File: config.mk
export PLATFORM = sky130hd
export DESIGN_NAME = ghost_motion_flat
export DESIGN_NICKNAME = d
export VERILOG_FILES = /design/src/rtl/ghost_motion_if.sv /design/src/rtl/ghost_motion.sv /design/src/flat_wrapper.sv
export SDC_FILE = /design/constraint.sdc
export NUM_CORES = 1
export LEC_CHECK = 0
export ABC_AREA = 0
export BUFFER_PORTS_ARGS = -buffer_cell sky130_fd_sc_hd__clkbuf_2
export CORE_MARGIN = 3
export CORE_UTILIZATION = 45
export DETAILED_ROUTE_END_ITERATION = 7
export GPL_TIMING_DRIVEN = 1
export MAX_ROUTING_LAYER = met4
export PLACE_DENSITY_LB_ADDON = 0.12
export SETUP_SLACK_MARGIN = 0.05
export SLEW_MARGIN = 20
export SYNTH_ARGS = -nofsm -noshare
export SYNTH_HDL_FRONTEND = slang
export SYNTH_SLANG_ARGS = --single-unit
File: constraint.sdc
create_clock -name clk -period 7.4 [get_ports clk]
set_clock_uncertainty 0.2 [all_clocks]
set_input_delay 1.11 -clock clk [delete_from_list [all_inputs] [get_ports clk]]
set_output_delay 1.11 -clock clk [all_outputs]
set_load 0.03 [all_outputs]
File: src/rtl/ghost_motion_if.sv
// rtl/ghost_motion_if.sv - controller-facing step/direction/capture bundle for ghost_motion
interface ghost_motion_if;
  logic        move_tick;
  logic [3:0]  move_direction;
  logic        caught;
  logic [10:0] ghost_pos_x;
  logic [9:0]  ghost_pos_y;
  logic [3:0]  prev_direction;
  logic        at_tile;
  logic        moved;
  logic [1:0]  state;

  modport master (
    output move_tick, move_direction, caught,
    input  ghost_pos_x, ghost_pos_y, prev_direction, at_tile, moved, state
  );

  modport slave (
    input  move_tick, move_direction, caught,
    output ghost_pos_x, ghost_pos_y, prev_direction, at_tile, moved, state
  );
endinterface

File: src/rtl/ghost_motion.sv
// rtl/ghost_motion.sv - pixel-stepped ghost position FSM (HOME/MOVE/RESPAWN)
// Optional horizontal tunnel wrap at the x limits: define GHOST_TUNNEL_WRAP_EN.
module ghost_motion #(
  parameter logic [10:0] START_X       = 11'd320,
  parameter logic [9:0]  START_Y       = 10'd240,
  parameter logic [10:0] X_MIN         = 11'd0,
  parameter logic [10:0] X_MAX         = 11'd632,
  parameter logic [9:0]  Y_MAX         = 10'd472,
  parameter logic [7:0]  RELEASE_TICKS = 8'd32,
  parameter logic [7:0]  RESPAWN_TICKS = 8'd64
) (
  input logic         clk,
  input logic         rst_n,
  ghost_motion_if.slave gm
);

  typedef enum logic [1:0] {
    HOME    = 2'b00,
    MOVE    = 2'b01,
    RESPAWN = 2'b10
  } state_t;

  localparam logic [3:0] DIR_RIGHT = 4'b0001;
  localparam logic [3:0] DIR_UP    = 4'b0010;
  localparam logic [3:0] DIR_DOWN  = 4'b0100;
  localparam logic [3:0] DIR_LEFT  = 4'b1000;

  state_t      state_q, state_d;
  logic [10:0] x_q, x_d;
  logic [9:0]  y_q, y_d;
  logic [3:0]  dir_q, dir_d;
  logic [3:0]  prev_q, prev_d;
  logic [7:0]  cnt_q, cnt_d;
  logic        moved_q, moved_d;

  logic        at_tile;
  logic [11:0] x_inc, x_dec;
  logic [10:0] y_inc, y_dec;
  logic [3:0]  step_dir;
  logic        stepped;

  assign at_tile = (x_q[2:0] == 3'd0) && (y_q[2:0] == 3'd0);
  // One extra bit so a decrement from 0 shows up as a set MSB.
  assign x_inc   = {1'b0, x_q} + 12'd1;
  assign x_dec   = {1'b0, x_q} - 12'd1;
  assign y_inc   = {1'b0, y_q} + 11'd1;
  assign y_dec   = {1'b0, y_q} - 11'd1;

  always_comb begin
    state_d  = state_q;
    x_d      = x_q;
    y_d      = y_q;
    dir_d    = dir_q;
    prev_d   = prev_q;
    cnt_d    = cnt_q;
    moved_d  = 1'b0;
    step_dir = 4'b0000;
    stepped  = 1'b0;

    if (gm.caught) begin
      state_d = RESPAWN;
      x_d     = START_X;
      y_d     = START_Y;
      dir_d   = 4'b0000;
      cnt_d   = 8'd0;
      moved_d = 1'b1;
    end else if (gm.move_tick) begin
      case (state_q)
        HOME: begin
          if (cnt_q == RELEASE_TICKS - 8'd1) begin
            state_d = MOVE;
            cnt_d   = 8'd0;
          end else begin
            cnt_d = cnt_q + 8'd1;
          end
        end
        RESPAWN: begin
          if (cnt_q == RESPAWN_TICKS - 8'd1) begin
            state_d = MOVE;
            cnt_d   = 8'd0;
          end else begin
            cnt_d = cnt_q + 8'd1;
          end
        end
        MOVE: begin
          // Direction requests are only honoured on tile boundaries.
          if (at_tile) begin
            step_dir = $onehot(gm.move_direction) ? gm.move_direction : 4'b0000;
          end else begin
            step_dir = dir_q;
          end
          dir_d = step_dir;
          case (step_dir)
            DIR_RIGHT: begin
              if (x_inc > {1'b0, X_MAX}) begin
`ifdef GHOST_TUNNEL_WRAP_EN
                x_d     = X_MIN;
                stepped = 1'b1;
`else
                dir_d   = 4'b0000;
`endif
              end else begin
                x_d     = x_inc[10:0];
                stepped = 1'b1;
              end
            end
            DIR_LEFT: begin
              if (x_dec[11] || (x_dec < {1'b0, X_MIN})) begin
`ifdef GHOST_TUNNEL_WRAP_EN
                x_d     = X_MAX;
                stepped = 1'b1;
`else
                dir_d   = 4'b0000;
`endif
              end else begin
                x_d     = x_dec[10:0];
                stepped = 1'b1;
              end
            end
            DIR_UP: begin
              if (y_dec[10]) begin
                dir_d = 4'b0000;
              end else begin
                y_d     = y_dec[9:0];
                stepped = 1'b1;
              end
            end
            DIR_DOWN: begin
              if (y_inc > {1'b0, Y_MAX}) begin
                dir_d = 4'b0000;
              end else begin
                y_d     = y_inc[9:0];
                stepped = 1'b1;
              end
            end
            default: dir_d = 4'b0000;
          endcase
          if (stepped) begin
            moved_d = 1'b1;
            prev_d  = step_dir;
          end
        end
        default: state_d = HOME;
      endcase
    end
  end

  always_ff @(posedge clk or negedge rst_n) begin
    if (!rst_n) begin
      state_q <= HOME;
      x_q     <= START_X;
      y_q     <= START_Y;
      dir_q   <= 4'b0000;
      prev_q  <= 4'b0000;
      cnt_q   <= 8'd0;
      moved_q <= 1'b0;
    end else begin
      state_q <= state_d;
      x_q     <= x_d;
      y_q     <= y_d;
      dir_q   <= dir_d;
      prev_q  <= prev_d;
      cnt_q   <= cnt_d;
      moved_q <= moved_d;
    end
  end

  assign gm.ghost_pos_x    = x_q;
  assign gm.ghost_pos_y    = y_q;
  assign gm.prev_direction = prev_q;
  assign gm.at_tile        = at_tile;
  assign gm.moved          = moved_q;
  assign gm.state          = state_q;

endmodule
File: src/flat_wrapper.sv
// flat-port wrapper written by rule: the top's interface ports become plain ports
module ghost_motion_flat 
#(
  parameter logic [10:0] START_X       = 11'd320,
  parameter logic [9:0]  START_Y       = 10'd240,
  parameter logic [10:0] X_MIN         = 11'd0,
  parameter logic [10:0] X_MAX         = 11'd632,
  parameter logic [9:0]  Y_MAX         = 10'd472,
  parameter logic [7:0]  RELEASE_TICKS = 8'd32,
  parameter logic [7:0]  RESPAWN_TICKS = 8'd64
)
  (clk, rst_n, gm_move_tick, gm_move_direction, gm_caught, gm_ghost_pos_x, gm_ghost_pos_y, gm_prev_direction, gm_at_tile, gm_moved, gm_state);
  ghost_motion_if gm_i ();
  input logic clk;
  input logic rst_n;
  input wire logic [$bits(gm_i.move_tick)-1:0] gm_move_tick;
  input wire logic [$bits(gm_i.move_direction)-1:0] gm_move_direction;
  input wire logic [$bits(gm_i.caught)-1:0] gm_caught;
  output wire logic [$bits(gm_i.ghost_pos_x)-1:0] gm_ghost_pos_x;
  output wire logic [$bits(gm_i.ghost_pos_y)-1:0] gm_ghost_pos_y;
  output wire logic [$bits(gm_i.prev_direction)-1:0] gm_prev_direction;
  output wire logic [$bits(gm_i.at_tile)-1:0] gm_at_tile;
  output wire logic [$bits(gm_i.moved)-1:0] gm_moved;
  output wire logic [$bits(gm_i.state)-1:0] gm_state;
  assign gm_i.move_tick = gm_move_tick;
  assign gm_i.move_direction = gm_move_direction;
  assign gm_i.caught = gm_caught;
  assign gm_ghost_pos_x = gm_i.ghost_pos_x;
  assign gm_ghost_pos_y = gm_i.ghost_pos_y;
  assign gm_prev_direction = gm_i.prev_direction;
  assign gm_at_tile = gm_i.at_tile;
  assign gm_moved = gm_i.moved;
  assign gm_state = gm_i.state;
  ghost_motion #(.START_X(START_X), .START_Y(START_Y), .X_MIN(X_MIN), .X_MAX(X_MAX), .Y_MAX(Y_MAX), .RELEASE_TICKS(RELEASE_TICKS), .RESPAWN_TICKS(RESPAWN_TICKS)) u_core (.clk(clk), .rst_n(rst_n), .gm(gm_i));
endmodule
# Word level (Yosys, flattened, before mapping)
# Index checks and enable logic that the tools add are counted.
[totals]
reg_bits = 40
inputBits = 8
output_inout_bits = 29
elab_cells = 98
[classes]
addsub = 8
order_cmp = 3
n_eq_ne = 16
n_mux = 47
n_bitwise = 1
reduce_logical = 16
[op_table]
columns = ["op", "n"]
rows = [
  ["$mux W11", 5],
  ["$mux W10", 5],
  ["$mux W4", 12],
  ["$mux W8", 4],
  ["$pmux W11 S2", 1],
  ["$pmux W10 S2", 1],
  ["$pmux W4 S4", 1],
  ["$pmux W8 S2", 1],
  ["$add A11 B1 Y12 const B", 1],
  ["$gt A12 B10 Y1 const B", 1],
  ["$lt A12 B1 Y1 const B", 1],
  ["$ne A3 B3 Y1 const B", 4],
  ["$sub A11 B1 Y12 const B", 1],
  ["$add A10 B1 Y11 const B", 1],
  ["$gt A11 B9 Y1 const B", 1],
  ["$mux W1", 11],
  ["$sub A10 B1 Y11 const B", 1],
  ["$reduce_and A5 Y1", 2],
  ["$reduce_bool A3 Y1", 3],
  ["$add A8 B1 Y8 const B", 1],
  ["$eq A8 B5 Y1 const B", 1],
  ["$eq A8 B6 Y1 const B", 1],
  ["$mux W2", 4],
  ["$reduce_and A4 Y1", 2],
  ["20 further kinds", 25],
]

# Logic depth before layout (Yosys ltp)
[depth]
word_depth = 17
mapped_depth = 11
ltp_nobuf = 10

# Least setup slack after synthesis
# OpenSTA, ideal clock, no wires.
[synth_path]
path_type = "input port to flip-flop"
start = "in gm_move_direction[0]"
end = "reg u_core.x_q[4], in the netlist u_core.gm.ghost_pos_x[4]"
setup_ns = 0.078
t_arrival_ns = 3.841
required_ns = 7.122
setup_slack_ns = 3.281
cell_stages = 11
n_path_buf = 1
path_cell_list = "ha_1 ha_1 fa_1 nor3b_2 and2_1 a31oi_1 a311oi_2 a31oi_4 buf_6 or4_1 a21oi_1"
[synth_via]
elab_chain_cells = 13
elab_cells_between_ends = 18
cone_classes = "2 x add/sub; 5 x eq/ne; 9 x mux; 2 x reduce/logical"
[synth_rtl]
columns = ["item", "line_no", "source"]
rows = [
  ["start: declaration", "flat_wrapper.sv:17", "input wire logic [$bits(gm_i.move_direction)-1:0] gm_move_direction;"],
  ["$add A1 B1 Y2 (implied by the code)", "ghost_motion.sv:88", "step_dir = $onehot(gm.move_direction) ? gm.move_direction : 4'b0000;"],
  ["$add A3 B3 Y3 (implied by the code)", "ghost_motion.sv:88", ""],
  ["$eq A3 B1 Y1", "ghost_motion.sv:88", ""],
  ["$mux W4 (*)", "ghost_motion.sv:88", ""],
  ["$mux W4 (*)", "ghost_motion.sv:87", "if (at_tile) begin"],
  ["$mux W4 (*)", "ghost_motion.sv:68", "case (state_q)"],
  ["$mux W4 (*)", "ghost_motion.sv:67", "end else if (gm.move_tick) begin"],
  ["$mux W4 (*)", "ghost_motion.sv:60", "if (gm.caught) begin"],
  ["$eq A4 B4 Y1 / $eq A4 B1 Y1 (equally long branches)", "ghost_motion.sv:93", "case (step_dir)"],
  ["$pmux W11 S2", "ghost_motion.sv:93", ""],
  ["$mux W11", "ghost_motion.sv:68", ""],
  ["$mux W11", "ghost_motion.sv:67", ""],
  ["$mux W11", "ghost_motion.sv:60", ""],
  ["end signal: assignment", "ghost_motion.sv:151", "x_q <= START_X;"],
  ["end signal: assignment", "ghost_motion.sv:159", "x_q <= x_d;"],
  ["end: declaration", "ghost_motion.sv:29", "logic [10:0] x_q, x_d;"],
]
# Mark *: on every way between the ends. The rest lies on a longest branch, timed or not. The select of a mux whose other input is x is not followed.
# A chain may end at the register's enable or synchronous reset.

# Final worst setup path
[layout_path]
start = "in gm_move_direction[2]"
end = "reg u_core.prev_q[3], in the netlist u_core.gm.prev_direction[3]"
[layout_via]
elab_chain_cells = 14
elab_cells_between_ends = 17
cone_classes = "2 x add/sub; 5 x eq/ne; 9 x mux; 1 x reduce/logical"
[layout_rtl]
columns = ["item", "line_no", "source"]
rows = [
  ["$add A1 B1 Y2 (implied by the code)", "ghost_motion.sv:88", ""],
  ["$add A3 B3 Y3 (implied by the code)", "ghost_motion.sv:88", ""],
  ["$eq A3 B1 Y1", "ghost_motion.sv:88", ""],
  ["$mux W4 (*)", "ghost_motion.sv:88", ""],
  ["$mux W4 (*)", "ghost_motion.sv:87", ""],
  ["$mux W4 (*)", "ghost_motion.sv:68", ""],
  ["$mux W4 (*)", "ghost_motion.sv:67", ""],
  ["$mux W4 (*)", "ghost_motion.sv:60", ""],
  ["$eq A4 B3 Y1 (tied with other cells)", "ghost_motion.sv:93", ""],
  ["$pmux W1 S4", "ghost_motion.sv:93", ""],
  ["$mux W1", "ghost_motion.sv:68", ""],
  ["$mux W1", "ghost_motion.sv:67", ""],
  ["$mux W1", "ghost_motion.sv:60", ""],
  ["$reduce_and A4 Y1 (no line)", "--", ""],
  ["end signal: assignment", "ghost_motion.sv:162", "prev_q <= prev_d;"],
  ["end: declaration", "ghost_motion.sv:32", "logic [3:0] prev_q, prev_d;"],
]
# Marked as above.

==> summary.md <==
| Metric | Value |
|---|---|
| DR vias | 2803 |
| Cell mode on critical path | ha_1 |
| Hold path cells | 2 |
| Synth Cell Area | 3110 sq um |
| Number of placed I/O pins | 37 |
| Initial Utilization | 47.6% |
| Slew @ Worst Pin | 0.912 ns |
| Fin. max-slew vios | 0 |
| Setup ws final | 3.03 ns |
| Overflow after GRT | 0 |
| Global route hottest layer | met2 |
| Crit end category | flop |
| Initial DRT Pass Iterations | 4 |
| Cts hold-fix bufs | 0 |
| Post-layout min period | 4.37 ns |
| Routed wire per std cell | 16.1 um |
| Yosys top cell by area | dfrtp_1 |
| Distinct cells, synth | 67 |
| Slowest stage delay, CP | 0.60 ns |
| Inserted Clock Buffers | 5 |
| Hold Fails Final Rpt | 0 |
| Clock Tree Root | clkbuf_8 |
| Setup bufs post-CTS | 0 |
| Layout area overhead | 8.97% |
| YS warnings | 0 |
| Rows | 29 |
| DRC Markers | 0 |
| Post-synth top flop | dfrtp_1 |
| FILL cells | 630 |
| Cells after Synth | 357 |
| Relative slew slack | 39.2% |
| Status | finished, final reports clean |
| FF-to-FF End | u_core.gm.prev_direction[3]$_DFFE_PN0P_ |
| Setup violators final | 0 |
| CP Class | input port to flop |
| GRT Total Usage | 20.0% |
| Clock slew at reported path FFs | 0.09 ns |
| CP Launch Type | input port |
| Met2 GRT Util | 31.5% |
| NumNets Final | 399 |
| WP data arrival | 4.40 ns |
| Asr flop ratio synth | 100% |
| Worst min path class | flop to flop |
| IO buf count | 36 |
| Vias in the first global route | 2516 |
| WL final | 7.35 mm |
| Initial DRC Count | 125 |
| First-pass GRT wire length | 12.3 mm |
| Core box area | 6530 sq um |
| Period utilisation layout | 59.1% |
| Antenna-violating nets left | 0 |
| Post-synth top area share | 27.4% |
| Hold_sp | u_core.gm.prev_direction[2]$_DFFE_PN0P_ |
| Final Wtd Congestion | 0.782 |
| Worst-skew pair later-pin latency | 0.30 ns |
| Largest net degree at the start of global routing | 41 |
| Vias/cell | 6.13 |
| Clock Path Buffers | 2 |
| Die width | 89.1 um |
| Worst path required time | 7.43 ns |
| Seq/Total Area, Yosys | 32.4% |
| CTS resizes | 0 |
| Setup Slack @ Placement | 2.76 ns |
| Initial antenna violation count | 0 |
| Max Clock Freq | 229 MHz |
| Syn nets | 377 |
| RR Startpoint | u_core.gm.ghost_pos_y[0]$_DFFE_PN0P_ |
| Pwr dens | 133 nW/um^2 |
| Die Span Y | 89.1 um |
| LEAKAGE | 1.32 nW |
| RSZ-0062 raised after global routing | false |
| HPWL after DPL | 5.12 mm |
| R2R depth | 9 |
| Met3 Use GR | 3.41% |
| R2R Setup Slk | 3.98 ns |
| Hold endpoint | u_core.gm.prev_direction[2]$_DFFE_PN0P_ |
| N_diodes | 0 |
| CTS tree | built |
| TNS Setup | 0 ns |
| H-tree Lvls | 2 |
| Ranking of synthesized cells by area | dfrtp_1, dfstp_2, ha_1, nor2_1, a21oi_1 |
| Clock Sinks | 40 |
| Number of max-cap violations | 0 |
| Crit-path slowest cell | a2111oi_4 |
| Worst path cell trace | clkbuf_2, ha_1, ha_1, fa_1, nor3b_2, and2_1, a31oi_1, a311oi_2, a31oi_4, a2111oi_4, mux2i_1 |
| Seq cells post-synth | 40 |
| Avg Inst Size Synth | 8.71 sq um |
| Peak supply drop | 0.0000641 V |
| Crit path max fanout | 23 |
| Die area | 7950 sq um |
| Met1 Track Usage GR | 27.1% |
| Share of cells above drive strength 1 | 19.5% |
| Number of flops mapped to enable cells by yosys | 0 |
## worst max-delay path by stage
stage                                                   end  slack, ns  depth (start not counted)                 start
CTS                 u_core.gm.prev_direction[3]$_DFFE_PN0P_       3.05                         11  gm_move_direction[2]
global route        u_core.gm.prev_direction[0]$_DFFE_PN0P_       2.81                         11  gm_move_direction[2]
global placement    u_core.gm.prev_direction[0]$_DFFE_PN0P_       2.88                         11  gm_move_direction[2]
finish              u_core.gm.prev_direction[3]$_DFFE_PN0P_       3.03                         11  gm_move_direction[2]
detailed placement  u_core.gm.prev_direction[3]$_DFFE_PN0P_       2.76                         11  gm_move_direction[2]
floorplan              u_core.gm.ghost_pos_x[4]$_DFFE_PN0P_       3.28                         11  gm_move_direction[0]
## layout by cell type (no fill, tap or decap), types with 3 or more instances in the layout
cell type	n
xor2_1	5
o21ai_0	23
a31oi_1	8
or4_1	5
o31ai_1	4
dfstp_2	6
o21ai_2	3
and2_1	3
mux2_2	3
a21o_1	3
a21oi_1	24
clkbuf_8	5
or2_2	3
clkbuf_2	35
or3_1	9
nand2_1	19
dfrtp_1	34
inv_1	16
a32oi_1	5
nor2b_1	10
nor4_1	8
o31a_1	3
nor2_1	35
nand4_1	10
ha_1	11
nor3_1	15
mux2i_1	9
nand3_1	5
and3_1	4
xnor2_1	5
## cells by family after synthesis
group,after synthesis,synth area share (%)
buffers and inverters,37,5.55
AND/OR/NAND/NOR,150,28.1
multiplexers,12,3.98
flip-flops,40,32.4
adder cells (fa/ha/maj),12,5.07
XOR/XNOR,10,2.82
AO/OA/AOI/OAI,96,22.0
## registers in the layout, indices dropped and copies added (netlist names)
name,cells
u_core.gm.ghost_pos_x,11
u_core.gm.ghost_pos_y,10
u_core.cnt_q,8
u_core.dir_q,4
u_core.gm.prev_direction,4
u_core.gm.state,2
u_core.gm.moved,1
## metal layers
layer,vias to the layer above,wire length [um]
met4,0,34
met3,5,325
met2,70,3530
li1,1381,-
met1,1347,3460
met5,-,0
## critical path, delay by kind of cell
family | cells | cell delay, ns
AO/OA/AOI/OAI | 4 | 1.36
adder cells (fa/ha/maj) | 3 | 0.96
buffers and inverters | 1 | 0.13
multiplexers | 1 | 0.24
AND/OR/NAND/NOR | 2 | 0.59
## final cells by class
class | count | area, sq um | area share, %
Clock buffer | 5 | 68.8 | 2.03
Clock inverter | 3 | 46.3 | 1.37
Inverter | 16 | 60.1 | 1.77
Multi-Input combinational cell | 280 | 1930 | 56.9
Sequential cell | 40 | 1010 | 29.8
Tap cell | 77 | 96.3 | 2.84
Timing Repair Buffer | 36 | 180 | 5.32
## power breakdown
group / switching, mW / leakage, nW / total, mW / internal (mW)
clock network: 0.0886 / 0.0548 / 0.190 / 0.102
logic: 0.0268 / 0.752 / 0.0382 / 0.0114
registers: 0.000868 / 0.508 / 0.221 / 0.220
total: 0.116 / 1.32 / 0.449 / 0.333
## Yosys cell counts, types with 3 or more instances
| master | n |
|---|---|
| a21o_1 | 3 |
| a21oi_1 | 24 |
| a31oi_1 | 8 |
| a32oi_1 | 5 |
| and2_1 | 3 |
| and3_1 | 4 |
| buf_2 | 3 |
| buf_4 | 6 |
| clkbuf_1 | 10 |
| dfrtp_1 | 34 |
| dfstp_2 | 6 |
| ha_1 | 11 |
| inv_1 | 16 |
| mux2_2 | 3 |
| mux2i_1 | 9 |
| nand2_1 | 19 |
| nand3_1 | 5 |
| nand4_1 | 10 |
| nor2_1 | 35 |
| nor2b_1 | 10 |
| nor3_1 | 15 |
| nor4_1 | 8 |
| o21ai_0 | 23 |
| o21ai_2 | 3 |
| o31a_1 | 3 |
| o31ai_1 | 4 |
| or2_2 | 3 |
| or3_1 | 9 |
| or4_1 | 5 |
| xnor2_1 | 5 |
| xor2_1 | 5 |
## stage by stage
stage | instance area [sq um] | std cells | util, % | power [mW] | hold WS, ns
after floorplan | 3110 | 357 | - | 0.249 | 0.278
after global placement | 3270 | 449 | 50.1 | 0.262 | 0.309
after detailed placement | 3270 | 449 | 50.1 | 0.263 | 0.309
after CTS | 3390 | 457 | 51.9 | 0.454 | 0.324
after global routing | 3390 | 457 | 51.9 | 0.468 | 0.341
final | 3390 | 457 | 51.9 | 0.449 | 0.325
Note: power is estimated with default switching activity, not from simulation.
